--- config.mk ---
export PLATFORM = sky130hd
export DESIGN_NAME = serial_add_ctrl
export DESIGN_NICKNAME = d
export VERILOG_FILES = /design/src/rtl/serial_add_pkg.sv /design/src/rtl/half_adder_cell.sv /design/src/rtl/serial_add_ctrl.sv
export SDC_FILE = /design/constraint.sdc
export NUM_CORES = 1
export LEC_CHECK = 0
export ABC_AREA = 1
export CORE_MARGIN = 3
export CORE_UTILIZATION = 55
export DETAILED_ROUTE_END_ITERATION = 12
export PLACE_DENSITY = 0.8
export SLEW_MARGIN = 40
export SYNTH_ARGS = -nofsm -noshare
export SYNTH_HDL_FRONTEND = slang
export SYNTH_SLANG_ARGS = --single-unit
export TNS_END_PERCENT = 50
--- constraint.sdc ---
create_clock -name clk -period 4.1 [get_ports clk]
set_clock_uncertainty 0.15 [all_clocks]
set_input_delay 0.615 -clock clk [delete_from_list [all_inputs] [get_ports clk]]
set_output_delay 0.615 -clock clk [all_outputs]
set_load 0.01 [all_outputs]
--- src/rtl/serial_add_pkg.sv ---
// Shared definitions for the bit-serial adder controller.
//   state_e       : controller state encoding (IDLE, RUN, DONE)
//   DEFAULT_WIDTH : default operand/sum width in bits
package serial_add_pkg;

  typedef enum logic [1:0] {
    IDLE = 2'd0,
    RUN  = 2'd1,
    DONE = 2'd2
  } state_e;

  localparam int unsigned DEFAULT_WIDTH = 8;

endpackage : serial_add_pkg

--- src/rtl/half_adder_cell.sv ---
// Single-bit half adder. Two of these plus an OR gate form the full-add cell
// that serial_add_ctrl reuses once per bit.
//   a, b : input bits
//   s    : sum bit   (a ^ b)
//   c    : carry bit (a & b)
module half_adder_cell (
  input  logic a,
  input  logic b,
  output logic s,
  output logic c
);

  assign s = a ^ b;
  assign c = a & b;

endmodule : half_adder_cell

--- src/rtl/serial_add_ctrl.sv ---
// Bit-serial adder controller: adds two WIDTH-bit operands LSB first through
// one shared full-add cell, taking WIDTH cycles per operation.
// Optional macro SERIAL_ADD_SUB_EN adds a 'sub' input selecting A-B.
//   clk, rst            : clock, synchronous active-high reset
//   in_valid/in_ready   : operand handshake (in_ready high only in IDLE)
//   a_in, b_in          : operands, sampled on the accept edge only
//   out_valid/out_ready : result handshake (out_valid high only in DONE)
//   sum, cout           : registered result, held until the next completion
//   busy                : high in RUN or DONE
//   sub                 : (SERIAL_ADD_SUB_EN only) 1 = compute A-B
module serial_add_ctrl
  import serial_add_pkg::*;
#(
  parameter int unsigned WIDTH = DEFAULT_WIDTH,
  parameter int unsigned CNT_W = $clog2(WIDTH) + 1
) (
  input  logic             clk,
  input  logic             rst,
  input  logic             in_valid,
  output logic             in_ready,
  input  logic [WIDTH-1:0] a_in,
  input  logic [WIDTH-1:0] b_in,
  output logic             out_valid,
  input  logic             out_ready,
  output logic [WIDTH-1:0] sum,
  output logic             cout,
  output logic             busy
`ifdef SERIAL_ADD_SUB_EN
  ,
  input  logic             sub
`endif
);

  state_e           state_q, state_d;
  logic [WIDTH-1:0] sreg_a_q, sreg_a_d;
  logic [WIDTH-1:0] sreg_b_q, sreg_b_d;
  logic [WIDTH-1:0] sum_sr_q, sum_sr_d;
  logic [WIDTH-1:0] sum_q, sum_d;
  logic             carry_q, carry_d;
  logic             cout_q, cout_d;
  logic [CNT_W-1:0] cnt_q, cnt_d;

  logic [WIDTH-1:0] b_load;
  logic             carry_init;
  logic             hs0, hc0, hc1;
  logic             bit_s, bit_c;

  // Subtraction is A + ~B + 1: invert B once on load and seed the carry.
`ifdef SERIAL_ADD_SUB_EN
  assign b_load     = sub ? ~b_in : b_in;
  assign carry_init = sub;
`else
  assign b_load     = b_in;
  assign carry_init = 1'b0;
`endif

  half_adder_cell u_ha0 (
    .a (sreg_a_q[0]),
    .b (sreg_b_q[0]),
    .s (hs0),
    .c (hc0)
  );

  half_adder_cell u_ha1 (
    .a (hs0),
    .b (carry_q),
    .s (bit_s),
    .c (hc1)
  );

  assign bit_c = hc0 | hc1;

  always_comb begin
    state_d  = state_q;
    sreg_a_d = sreg_a_q;
    sreg_b_d = sreg_b_q;
    sum_sr_d = sum_sr_q;
    sum_d    = sum_q;
    carry_d  = carry_q;
    cout_d   = cout_q;
    cnt_d    = cnt_q;

    unique case (state_q)
      IDLE: begin
        if (in_valid) begin
          state_d  = RUN;
          sreg_a_d = a_in;
          sreg_b_d = b_load;
          sum_sr_d = '0;
          carry_d  = carry_init;
          cnt_d    = '0;
        end
      end
      RUN: begin
        sreg_a_d = {1'b0, sreg_a_q[WIDTH-1:1]};
        sreg_b_d = {1'b0, sreg_b_q[WIDTH-1:1]};
        sum_sr_d = {bit_s, sum_sr_q[WIDTH-1:1]};
        carry_d  = bit_c;
        cnt_d    = cnt_q + CNT_W'(1);
        if (cnt_q == CNT_W'(WIDTH - 1)) begin
          // Final bit: publish the shift register including this cycle's bit.
          state_d = DONE;
          sum_d   = sum_sr_d;
          cout_d  = bit_c;
        end
      end
      DONE: begin
        if (out_ready) begin
          state_d = IDLE;
        end
      end
      default: state_d = IDLE;
    endcase
  end

  always_ff @(posedge clk) begin
    if (rst) begin
      state_q  <= IDLE;
      sreg_a_q <= '0;
      sreg_b_q <= '0;
      sum_sr_q <= '0;
      sum_q    <= '0;
      carry_q  <= 1'b0;
      cout_q   <= 1'b0;
      cnt_q    <= '0;
    end else begin
      state_q  <= state_d;
      sreg_a_q <= sreg_a_d;
      sreg_b_q <= sreg_b_d;
      sum_sr_q <= sum_sr_d;
      sum_q    <= sum_d;
      carry_q  <= carry_d;
      cout_q   <= cout_d;
      cnt_q    <= cnt_d;
    end
  end

  assign in_ready  = (state_q == IDLE);
  assign out_valid = (state_q == DONE);
  assign busy      = (state_q != IDLE);
  assign sum       = sum_q;
  assign cout      = cout_q;

endmodule : serial_add_ctrl

==> reports/metrics.yaml <==
synth:
  syn_avg_cell_area_um2: 7.08
  synth_cell_types: 21
  synth_top_family_by_area: "simple AND/OR/NAND/NOR gates"
  yosys.area_share.simple: 0.400
  synthTopCellsByCount: "nand2_1, nor2_1, dfxtp_1, nand3_1, inv_1"
  synth_compound_area_frac: 0.0499
  synth_edf_count: 0
  synth_top_area_frac: 0.444
  yosys.area.top_type: "dfxtp_1"
  syn_inst: 248
  ys_seq_area_frac: 0.444
  synthMuxAreaShare: 0
  syn_area_um2: 1760
  synth-main-ff-cell: "dfxtp_1"
  synth_nets: 270
  yosys-top-cells-area: "dfxtp_1, nand2_1, nor2_1"
  synth-adder-area-share: 0.0185
  synthXorXnorAreaFrac: 0
  synth_warnings: 0
  synthArstFlopShare: 0
  yosysMostFrequentCell: "nand2_1"
  synth_seq_cells: 39
cells_and_area:
  multiInputGateArea_um2: 822
  drive_above_1_share: 0.0616
  fin_cells: 318
  syn2layout_area_growth_pct: 19.4
  nets: 297
  n_fill_cell: 259
  regArea_um2: 781
  diodes: 0
cts:
  post_cts_resized: 0
  cts_max_level: 2
  post_cts_buffers: 0
  cts_hold_buf: 0
  path_clk_slew_ns: 0.11
  clock_latency_ns: 0.35
  numCtsBuffers: 5
  cts_tree: "done"
  clockBufferDepth: 2
  cts.sinks: 39
  root_buffer: "clkbuf_4"
route:
  vias: 1563
  drtIter0Drc: 59
  routed_wl_um: 3390
  viasPerCell: 4.92
  firstDrtPassIters: 4
  ant_nets: 0
  drc: 0
  wl_per_cell_um: 10.7
critical_path:
  r2r_slack_ns: 2.33
  crit_buf_inv: 1
  crit_path_max_incr_delay_ns: 0.67
  rr_worst_depth: 6
  r2r_end: "sreg_a_q[3]"
  rr_startpoint: "state_q[0]"
  cp_max_fo: 19
  crit_path_end_kind: "output pin"
  critPathSlowestCell: "clkdlybuf4s50_1"
  crit_chain: "nor2_2, clkdlybuf4s50_1"
  crit_arrival_ns: 2.01
  worst_setup_path_start_kind: "register"
  crit_type: "register to output pin"
  crit_family: "buffers and inverters"
  cp.required_ns: 3.34
floorplan:
  rows: 19
  die_h_um: 62.5
  core_area_um2: 2900
  pin_count: 32
  die_w_um: 62.5
  die-area_um2: 3910
  initial_utilization: 0.606
timing:
  tns_ns: 0
  rsz0062_at_grt: "no"
  worst_pin_slew_ns: 0.744
  final-setup-viol-count: 0
  slew_viol_final: 0
  maxSlewHeadroom: 0.502
  layout_min_cycle_time_ns: 2.77
  fin_crit_sh: 0.677
  finalHoldViolCount: 0
  max_freq_mhz: 361
placed_design:
  hpwl_um: 2370
  port_buffers: 31
  place.detailed.instances: 310
  gp_congestion: 0.786
run_status:
  status: "finished, final reports clean"
power_and_ir_drop:
  leakage_nw: 0.883
  vdd_ir_drop_max_mv: 0.254
  p_total_mw: 0.680
  pwr_density_cell_nw_per_um2: 324
grt:
  track_usage: 0.184
  grt_first_pass_wirelength_um: 5930
  first_global_vias: 1402
  overflow: 0
  antenna_found_initial: 0
  grt_start_max_net_pins: 37
run:
  cap_violations: 0
worst_hold_path:
  worstHoldEndpoint: "sum_sr_q[1]"
  hp-class: "register to register"
  holdCritStartpoint: "sum_sr_q[1]"
  hold_path_depth: 2
[worst max path at each step]
stage,start,to,slack (ns),depth (start not counted)
after detailed placement,rst,cnt_q[2],1.49,4
after global routing,state_q[0],in_ready,1.22,2
after global placement,rst,cnt_q[0],1.56,4
after CTS,state_q[0],in_ready,1.33,2
after floorplan,state_q[0],busy,2.44,3
final,state_q[0],in_ready,1.33,2
[flip-flops by register name, summed over array words and instances, names as in the netlist]
register and flops:
carry_q 1, cnt_q 4, cout 1, sreg_a_q 8, sreg_b_q 8, state_q 2, sum 8, sum_sr_q 7
[routing by layer]
layer | vias to the layer above | wire length [um] | share of wire | global-route usage
met1 | 675 | 1560 | 0.46 | 0.225
li1 | 835 | - | - | -
met4 | 0 | 50 | 0.015 | 0.0771
met3 | 8 | 200 | 0.059 | 0.0468
met5 | - | 0 | 0 | 0
met2 | 45 | 1580 | 0.46 | 0.308
[worst min-delay path, cell delays in order (launching register included)]
cell and delay [ns]:
dfxtp_1 0.32, nand2_1 0.06, a21oi_1 0.05
[logic make-up after synthesis]
logic type      Yosys count
compound gates           17
fa+ha+maj                 2
buf+inv                  32
flops                    39
simple gates            158
[cell type report]
class                           count  share of cell area
Multi-Input combinational cell    177               0.392
Clock buffer                        5              0.0179
Timing Repair Buffer               31               0.148
Tap cell                           42              0.0251
Sequential cell                    39               0.372
Inverter                           21              0.0376
Clock inverter                      3             0.00716
[through the flow]
| stage | worst slack [ns] | area, um2 | utilization | hold WS, ns |
|---|---|---|---|---|
| finish | 1.33 | 2100 | 0.723 | 0.325 |
| global route | 1.22 | 2100 | 0.723 | 0.359 |
| CTS | 1.33 | 2100 | 0.723 | 0.324 |
| detailed placement | 1.49 | 2040 | 0.705 | 0.308 |
| global placement | 1.56 | 2040 | 0.705 | 0.301 |
| floorplan | 2.44 | 1760 | - | 0.284 |
[report_power, final]
| group | switching (mW) | internal (mW) | leakage (nW) |
|---|---|---|---|
| clock | 0.126 | 0.0639 | 0.0347 |
| combinational | 0.0509 | 0.0388 | 0.531 |
| sequential | 0.00930 | 0.392 | 0.317 |
| total | 0.186 | 0.494 | 0.883 |
[cell usage in the layout (no fill, tap or decap)]
cell             synthesis  final
a21oi_1                 14     14
clkbuf_4                 0      5
clkdlybuf4s50_1          0     31
clkinv_2                 0      3
dfxtp_1                 39     39
fa_1                     1      1
ha_1                     1      1
inv_1                   18     18
inv_2                    3      3
nand2_1                 67     67
nand2_4                  3      3
nand3_1                 31     31
nand3b_1                 9      9
nor2_1                  44     44
nor2_2                   2      2
nor2_4                   1      1
nor3_1                   1      1
o21a_1                   1      1
o21ai_0                  2      2
(Power assumes the default switching activity.)
